--- src/rtl/dmem_arbiter.sv ---
// ============================================================================
// dmem_arbiter: two-port arbiter serialising accesses into single-port DataMemory.
// Optional macro DMEM_ARB_ROUND_ROBIN_EN selects round-robin tie-break (else port 0 priority).
// Revision: 1.0
// ============================================================================
`default_nettype none

module dmem_arbiter #(
  parameter int WIDTH = 32,
  parameter int DEPTH = 32
) (
  input  logic             clk,
  input  logic             rst_n,
  input  logic             req0_i,
  input  logic             req1_i,
  input  logic             we0_i,
  input  logic             we1_i,
  input  logic [WIDTH-1:0] addr0_i,
  input  logic [WIDTH-1:0] addr1_i,
  input  logic [WIDTH-1:0] wdata0_i,
  input  logic [WIDTH-1:0] wdata1_i,
  output logic             ack0_o,
  output logic             ack1_o,
  output logic             err0_o,
  output logic             err1_o,
  output logic [WIDTH-1:0] rdata0_o,
  output logic [WIDTH-1:0] rdata1_o,
  output logic             mem_read_o,
  output logic             mem_write_o,
  output logic [WIDTH-1:0] mem_addr_o,
  output logic [WIDTH-1:0] mem_wdata_o,
  input  logic [WIDTH-1:0] mem_rdata_i,
  output logic             busy_o,
  output logic             owner_o
);

  localparam logic [1:0]       S_IDLE   = 2'd0;
  localparam logic [1:0]       S_ACCESS = 2'd1;
  localparam logic [1:0]       S_RESP   = 2'd2;
  localparam logic [WIDTH-3:0] DEPTH_W  = (WIDTH-2)'(DEPTH);

  logic [1:0]       state_q, state_d;
  logic             owner_q, owner_d;
  logic             we_q, we_d;
  logic             err_q, err_d;
  logic             last_winner_q, last_winner_d;
  logic [WIDTH-1:0] addr_q, addr_d;
  logic [WIDTH-1:0] wdata_q, wdata_d;
  logic [WIDTH-1:0] rdata_q, rdata_d;

  logic             grant;
  logic             winner;
  logic [WIDTH-1:0] win_addr;

  // State register
  always_ff @(posedge clk or negedge rst_n) begin
    if (!rst_n) state_q <= S_IDLE;
    else        state_q <= state_d;
  end

  // Next-state logic
  always_comb begin
    state_d = state_q;
    case (state_q)
      S_IDLE:   if (req0_i | req1_i) state_d = S_ACCESS;
      S_ACCESS: state_d = S_RESP;
      S_RESP:   state_d = S_IDLE;
      default:  state_d = S_IDLE;
    endcase
  end

  // Output logic: memory strobes come from registered state only, never from req.
  always_comb begin
    busy_o      = (state_q != S_IDLE);
    mem_read_o  = (state_q == S_ACCESS) & ~we_q & ~err_q;
    mem_write_o = (state_q == S_ACCESS) &  we_q & ~err_q;
    ack0_o      = 1'b0;
    ack1_o      = 1'b0;
    err0_o      = 1'b0;
    err1_o      = 1'b0;
    rdata0_o    = '0;
    rdata1_o    = '0;
    if (state_q == S_RESP) begin
      if (owner_q) begin
        ack1_o   = 1'b1;
        err1_o   = err_q;
        rdata1_o = rdata_q;
      end else begin
        ack0_o   = 1'b1;
        err0_o   = err_q;
        rdata0_o = rdata_q;
      end
    end
  end

  assign mem_addr_o  = addr_q;
  assign mem_wdata_o = wdata_q;
  assign owner_o     = owner_q;

  always_comb begin
    grant = (state_q == S_IDLE) & (req0_i | req1_i);
`ifdef DMEM_ARB_ROUND_ROBIN_EN
    if (req0_i & req1_i) winner = ~last_winner_q;
    else                 winner = ~req0_i;
`else
    winner = ~req0_i;
`endif
    win_addr = winner ? addr1_i : addr0_i;
  end

  // Command latch at grant, read-data capture on the ACCESS edge.
  always_comb begin
    owner_d       = owner_q;
    we_d          = we_q;
    err_d         = err_q;
    addr_d        = addr_q;
    wdata_d       = wdata_q;
    rdata_d       = rdata_q;
    last_winner_d = last_winner_q;
    if (grant) begin
      owner_d       = winner;
      we_d          = winner ? we1_i : we0_i;
      addr_d        = win_addr;
      wdata_d       = winner ? wdata1_i : wdata0_i;
      err_d         = (win_addr[WIDTH-1:2] >= DEPTH_W);
      last_winner_d = winner;
    end
    if (state_q == S_ACCESS) begin
      rdata_d = (~we_q & ~err_q) ? mem_rdata_i : '0;
    end
  end

  always_ff @(posedge clk or negedge rst_n) begin
    if (!rst_n) begin
      owner_q       <= 1'b0;
      we_q          <= 1'b0;
      err_q         <= 1'b0;
      addr_q        <= '0;
      wdata_q       <= '0;
      rdata_q       <= '0;
      last_winner_q <= 1'b1;
    end else begin
      owner_q       <= owner_d;
      we_q          <= we_d;
      err_q         <= err_d;
      addr_q        <= addr_d;
      wdata_q       <= wdata_d;
      rdata_q       <= rdata_d;
      last_winner_q <= last_winner_d;
    end
  end

endmodule

`default_nettype wire

--- config.mk ---
export PLATFORM = sky130hd
export DESIGN_NAME = dmem_arbiter
export DESIGN_NICKNAME = d
export VERILOG_FILES = /design/src/rtl/dmem_arbiter.sv
export SDC_FILE = /design/constraint.sdc
export NUM_CORES = 1
export LEC_CHECK = 0
export ABC_AREA = 1
export BUFFER_PORTS_ARGS = -buffer_cell sky130_fd_sc_hd__buf_2
export CAP_MARGIN = 30
export CORE_AREA = 2 2 116 118
export DETAILED_ROUTE_END_ITERATION = 16
export DIE_AREA = 0 0 118 120
export MAX_ROUTING_LAYER = met4
export PLACE_DENSITY = 0.74
export SYNTH_ARGS = -nofsm -noshare
export SYNTH_HDL_FRONTEND = slang
export SYNTH_SLANG_ARGS = --single-unit
--- constraint.sdc ---
create_clock -name clk -period 1.33 [get_ports clk]
set_input_delay 0.133 -clock clk [delete_from_list [all_inputs] [get_ports clk]]
set_output_delay 0.133 -clock clk [all_outputs]
set_load 0.05 [all_outputs]
# Yosys cells after proc, flatten, opt, wreduce, memory -nomap -nowiden
# Index checks and enable logic that the tools add are counted.
word_totals:
  register_bits: 101
  latchBits: 0
  ram_bits: 0
  romBits: 0
  input_bits: 166
  out_inout_bits: 136
  word_cells: 41
  n_memories: 0
classes:
  add_sub_neg: 0
  mul: 0
  n_div: 0
  order_cmp: 1
  eq_ne: 3
  shifts: 0
  mux: 18
  n_bitwise: 10
  reduce_logical: 2
ops:
  columns: ["cell", "count"]
  rows:
  - ["2-to-1 mux 32 bit", 7]
  - ["greater-or-equal comparator 30 x 6 -> 1 bit, second input constant", 1]
  - ["2-to-1 mux 1 bit", 9]
  - ["AND 1 bit", 6]
  - ["one-hot mux 2 bit (2 select lines)", 1]
  - ["NOT 1 bit", 3]
  - ["equality test 2 x 1 -> 1 bit, second input constant", 1]
  - ["equality test 2 bit, second input constant", 1]
  - ["zero test 2 bit", 1]
  - ["2-to-1 mux 2 bit", 1]
  - ["!= test 2 x 1 -> 1 bit, second input constant", 1]
  - ["nonzero test 2 bit", 1]
  - ["OR 1 bit", 1]

# Longest topological paths before layout
# Gate-level depths: netlist of the first run.
logic_depth:
  depth_word: 3
  depth_mapped: 11
  ltp_nobuf: 9

# Least setup slack after synthesis of the first run
# No wires, ideal clock.
synth_path:
  path_kind: "flip-flop to output port"
  startpoint: "reg owner_q, in the netlist owner_o"
  endpoint: "out rdata0_o[10]"
  arrival_ps: 2349
  required_time_ps: 1197
  path_slack_ps: -1152
  stages_incl_launch_ff: 5
  n_path_buf: 1
  path_cell_list: "dfrtp_1 > nor2_1 > inv_2 > buf_2 > nor2_1"
synth_via:
  elab_chain_cells: 2
synth_rtl:
  columns: ["item", "line_no", "text"]
  rows:
  - ["start, declared", "43", "logic owner_q, owner_d;"]
  - ["start signal, assigned", "143", "owner_q <= owner_d;"]
  - ["2-to-1 mux 32 bit", "84", "if (owner_q) begin"]
  - ["2-to-1 mux 32 bit", "83", "if (state_q == S_RESP) begin"]
  - ["end, declared", "26", "output logic [WIDTH-1:0] rdata0_o,"]
# Every way passes these cells.

# Worst setup path in the final report of the first run
layout_path:
  startpoint: "reg state_q[0]"
  endpoint: "out rdata0_o[31]"
layout_via:
  elab_chain_cells: 2
layout_rtl:
  columns: ["item", "line_no", "text"]
  rows:
  - ["start, declared", "42", "logic [1:0] state_q, state_d;"]
  - ["start signal, assigned", "58", "else state_q <= state_d;"]
  - ["equality test 2 bit", "83", null]
  - ["2-to-1 mux 32 bit", "83", null]
# Every way passes these cells.

==> metrics.txt, run 1 <==
total power 18.2 mW; R2R Path Start state_q[0]; DIE WIDTH 118 um; gr usage total 0.251; Layout Area Growth over Synthesis 88.1%; Avg Inst Size Synth 7.52 sq um; sw power 8.85 mW; Worst slew margin 0.783; Root Driver clkbuf_16; logic gate share of total power 0.596; n_diodes 0; vias 5869; Rows 42; post-route clock period utilization 1.33; dominant cell type by area after synthesis dfrtp_1; TritonCTS buffer count 9; # clock sinks 101; top-area cell type share of the netlist area 0.522; GPL Wtd Cong 0.823; DR DRC count 0; Max-Cap Viols 0; startpoint type of the worst setup path flop; Fin Clk Skew 9.08 ps; maximum clock rate 0.565 GHz; CP Launch Point state_q[0]; I/O Buffers 301; Final Hold Fails 0; vias in the first global route 5457; maximum vdd ir drop 0.00144 V; total grt overflow 0; HP Start mem_rdata_i[5]; Yosys cell types 17; crit path DAT 1640 ps; setup ws final -441 ps; dpl ws -116 ps; Iter 0 DRT Violations 295; Syn Nets 810; Antenna Violating Nets Remaining 0; detail-routed net length per standard cell 16.3 um; Synth Instances 644; CTS tree yes; failing checks setup timing; chip height 120 um; RSZ-0062 raised after global routing true; largest net degree at the start of global routing 43; Synth area leaders dfrtp_1 (52%), nand2_1 (15%), nor2_1 (11%); Final HPWL DP 11.8 mm; CP Max Fanout 10; DIE AREA 14200 sq um; initial antenna violation count 0; PwrDens 2000 nW/um^2; Core Region 13000 sq um; Placed Cells 1134; H-tree depth 3; Switching Fraction 0.485; TritonRoute pass-1 iters 5; Post-Syn Area 4840 sq um; register area share after synthesis 0.522; clock tree buffer depth 2; Pleak 4.34 nW; Final nets 1178; clock latency at the later pin of the worst-skew pair 340 ps; Starting Density 0.373; CP Class flop to primary output; Seq pwr share 0.261; Critical Path RT 1200 ps; Cell Int Power 9.38 mW; crit path time final 1770 ps; first-pass GRT wire length 27.3 mm; WL final 19.4 mm; setup total negative slack -49100 ps; most frequent cells after synthesis nand2_1 (197), nor2_1 (137), dfrtp_1 (101); Least-Margin Pin Slew 325 ps; cell with the most instances after synthesis nand2_1; Setup-failing EPs final 171; Post-synth ARST share 1.00; status finished with violations; Max Slew Vio Count 0; Seq cells post-synth 101; EDFF count, synth 0; Hold Path Class input pin to flop; Synth warnings 0; Vias/cell 4.92; Worst Setup End Kind primary output; clock slew at reported path FFs 60 ps; fin cells 1193; Ports 302; fraction of layout instances using a drive strength above 1 0.489; Clock Power Share 0.143; top_reg_cell synth dfrtp_1
worst paths after layout:
path	endpoint	slack [ps]	depth (start not counted)
setup reg to reg	rdata_q[27]	-310	11
hold / removal	rdata_q[5]	10	3
setup / recovery	rdata0_o[31]	-440	7
max in group asynchronous	owner_o	530	3
hold reg to reg	mem_addr_o[8]	490	2
min in group asynchronous	rdata_q[23]	260	2
final cells by class:
cell class	count	area [sq um]
clock buffers	11	243
clock inverters	5	50.0
fillers	970	3870
inverters	60	241
multi-input cells	444	2480
flip-flops and latches	101	2530
well taps	176	220
repair buffers	396	3350
metal layers:
layer,vias up,global-route usage,share of wire
met5,-,-,0
met4,0,0.123,0.035
met2,288,0.434,0.53
met3,50,0.0471,0.054
li1,2759,-,-
met1,2772,0.281,0.38
logic make-up (layout without fill, tap and decap cells):
group | count (synthesis) | count (layout) | synth area share
AO/OA/AOI/OAI | 105 | 105 | 0.122
buffers and inverters | 99 | 472 | 0.0901
flip-flops | 101 | 101 | 0.522
AND/OR/NAND/NOR | 339 | 339 | 0.266
power by group through the flow:
stage | Combinational [mW] | Clock (mW) | Sequential [mW]
after detailed placement | 8.93 | 0 | 4.76
after CTS | 9.44 | 2.65 | 4.74
final | 10.9 | 2.61 | 4.76
after global placement | 8.82 | 0 | 4.72
after global routing | 11.4 | 2.81 | 4.89
after floorplan | 2.76 | 0 | 8.20
registers in the layout (all words and copies together) (netlist names):
| register | flops |
|---|---|
| owner_o | 1 |
| mem_wdata_o | 32 |
| rdata_q | 32 |
| mem_addr_o | 32 |
| state_q | 2 |
| err_q | 1 |
| we_q | 1 |
worst max-delay path: stages, from the launching register on:
cell and delay [ps]:
dfrtp_1 420, nor2_4 110, inv_2 60, nor2_4 160, inv_6 100, buf_12 170
nor2_2 110, buf_6 170
layout by cell type, fill, tap and decap left out, types with 2 or more instances in the layout:
master and instances:
buf_2 229, dlygate4sd3_1 11, nand2_2 3, nor2_2 2, inv_1 52, clkinv_2 4, nor2_1 70, inv_2 3
buf_12 19, buf_8 23, o21ai_1 39, a31oi_2 2, a31oi_1 50, clkbuf_16 19, nor2_4 67, nand2_4 2
inv_4 3, buf_6 73, buf_16 3, buf_4 28, dfrtp_1 100, o21ai_0 4, nand2_1 191, o21ai_2 9
stage by stage:
step	hold WS, ps	area (sq um)	util
floorplan	-163	5400	-
detailed placement	56.7	7430	0.572
global route	0.358	9110	0.702
CTS	0.0460	8490	0.654
global placement	55.0	7430	0.572
finish	14.3	9110	0.702
timing repair:
item	CTS	global route
pin swaps	6	8
setup buffers	8	12
endpoints found under the setup margin	122	171
hold buffers	11	0
resized for setup	161	96
cloned	3	11
hold endpoints to repair	31	0
(Power assumes the default switching activity.)
==> run 2, diff against run 1 <==
Settings changed: SETUP_SLACK_MARGIN set to 0.5.
==> run 2 against run 1 <==
Net effect: the run ends with hold timing, setup timing left; count of clock-buffer cells in the layout is 1 higher; critical endpoint is now rdata0_o[21]; sequential cell count is the same; largest cell class unchanged; first-iteration DRC count up 6.8%.
==> metrics.txt, run 2 (synthesis gave the netlist of run 1 again) <==
status finished with violations; failing checks hold timing, setup timing; vias 5888; I/O Buffers 301; total power 19.3 mW; PwrDens 2070 nW/um^2; Vias/cell 4.97; GPL Wtd Cong 0.869; Starting Density 0.373; total grt overflow 0; Worst Reg2Reg Path Length in Cells 10; Cell Int Power 10.1 mW; DIE AREA 14200 sq um; gr usage total 0.253; crit path time final 1710 ps; worst hold margin -281 ps; Fin Clk Skew 8.72 ps; fraction of layout instances using a drive strength above 1 0.494; Root Driver clkbuf_16; reg2reg end rdata_q[12]; Hold Path Class input pin to asynchronous set/reset pin; first-pass GRT wire length 27.7 mm; Layout Area Growth over Synthesis 92.0%; chip height 120 um; Rows 42; post-cts hold buffer count 3; vias in the first global route 5465; DR DRC count 0; Worst Setup End Kind primary output; # clock sinks 101; crit path DAT 1580 ps; Max-Cap Viols 0; Clock Power Share 0.122; Final HPWL DP 11.8 mm; CTS tree yes; sw power 9.19 mW; Layout fillers 949; post-route clock period utilization 1.29; Ports 302; CP Max Fanout 8; Antenna Violating Nets Remaining 0; Setup-failing EPs final 171; maximum clock rate 0.584 GHz; Pleak 4.37 nW; dpl ws -251 ps; n_diodes 0; Iter 0 DRT Violations 315; maximum vdd ir drop 0.00156 V; Seq pwr share 0.255; H-tree depth 3; Final Hold Fails 25; commonest non-fill, non-tap cell in the layout nand2_1; leading cell types in the layout, fill and taps excluded nand2_1 (190), buf_2 (189), dfrtp_1 (100); RSZ-0062 raised after global routing true; TritonCTS buffer count 9; clock tree buffer depth 2; clock slew at reported path FFs 70 ps; setup ws final -381 ps; logic gate share of total power 0.624; post-route core utilization 0.717; Worst slew margin 0.701; Least-Margin Pin Slew 449 ps; Core Region 13000 sq um; CP Class flop to primary output; Critical Path RT 1200 ps; startpoint type of the worst setup path flop; R2R Path Start state_q[0]; clock latency at the later pin of the worst-skew pair 330 ps; largest net degree at the start of global routing 41; Max Slew Vio Count 0; Switching Fraction 0.477; Final nets 1170; r2r setup slk -350 ps; TritonRoute pass-1 iters 6; DIE WIDTH 118 um; detail-routed net length per standard cell 16.7 um; initial antenna violation count 0; WL final 19.7 mm
[run 2: cell count changes in the layout (fill, tap and decap cells not counted), moves of 4 or more]
cell           change
buf_6             +23
clkbuf_16          -5
buf_16             +6
nor2_1             -6
buf_4             +14
nor2_2             +4
o21ai_1           -17
clkinv_2           -4
dlygate4sd3_1      -8
buf_2             -40
o21ai_0           +18
[run 2: how the worst max path moves through the flow]
stage / startpoint / end / slack, ps
after global routing: state_q[1] / rdata0_o[21] / -460
after CTS: state_q[1] / err0_o / -350
final: state_q[1] / rdata0_o[21] / -380
after global placement: state_q[0] / err_q / -200
after detailed placement: state_q[0] / err_q / -250
after floorplan: state_q[1] / mem_addr_o[0] / -310
[run 2: area by class of cell]
cell class                      count  area (sq um)  share of cell area
Clock buffer                       12           236              0.0254
Clock inverter                      3          23.8             0.00256
Inverter                           60           249              0.0268
Multi-Input combinational cell    444          2530               0.272
Sequential cell                   101          2530               0.272
Tap cell                          176           220              0.0237
Timing Repair Buffer              386          3500               0.376
Timing Repair inverter              2          20.0             0.00215
[run 2: power groups by stage]
stage               Clock, mW  Combinational, mW  Sequential [mW]
floorplan                   0               2.77             8.20
global placement            0               8.42             4.72
detailed placement          0               8.54             4.74
CTS                      2.40               10.3             4.75
global route             2.54               12.5             5.00
finish                   2.34               12.0             4.90
[run 2: routing by layer]
layer,track usage,wire length [um],up-vias
met4,0.0821,592,0
met3,0.0352,1100,49
met1,0.298,7450,2785
met2,0.448,10600,309
met5,-,0,-
li1,-,-,2745
[run 2: repair_timing]
item                                    4_1_cts  5_1_grt
cloned                                       10        7
setup buffers                                10       16
hold endpoints to repair                     28       25
endpoints found under the setup margin      237      237
pin swaps                                     9        8
gates resized for setup                     202      164
[run 2: per-stage QoR]
| step | hold slack (ps) | instance area (sq um) | std cells | setup TNS [ps] |
|---|---|---|---|---|
| after global routing | -262 | 9300 | 1184 | -56000 |
| after floorplan | -163 | 5410 | 644 | -31090 |
| after detailed placement | 92.8 | 7270 | 1123 | -15160 |
| after CTS | -271 | 8620 | 1161 | -40620 |
| final | -281 | 9300 | 1184 | -43950 |
| after global placement | 91.2 | 7270 | 1123 | -10550 |
[run 2: critical path: stages, from the launching register on]
cell and delay, ps:
dfrtp_1 360, inv_2 60, nor2_4 120, inv_2 50, nor2_4 120, inv_6 90, buf_12 160, nor2_4 110
buf_6 170
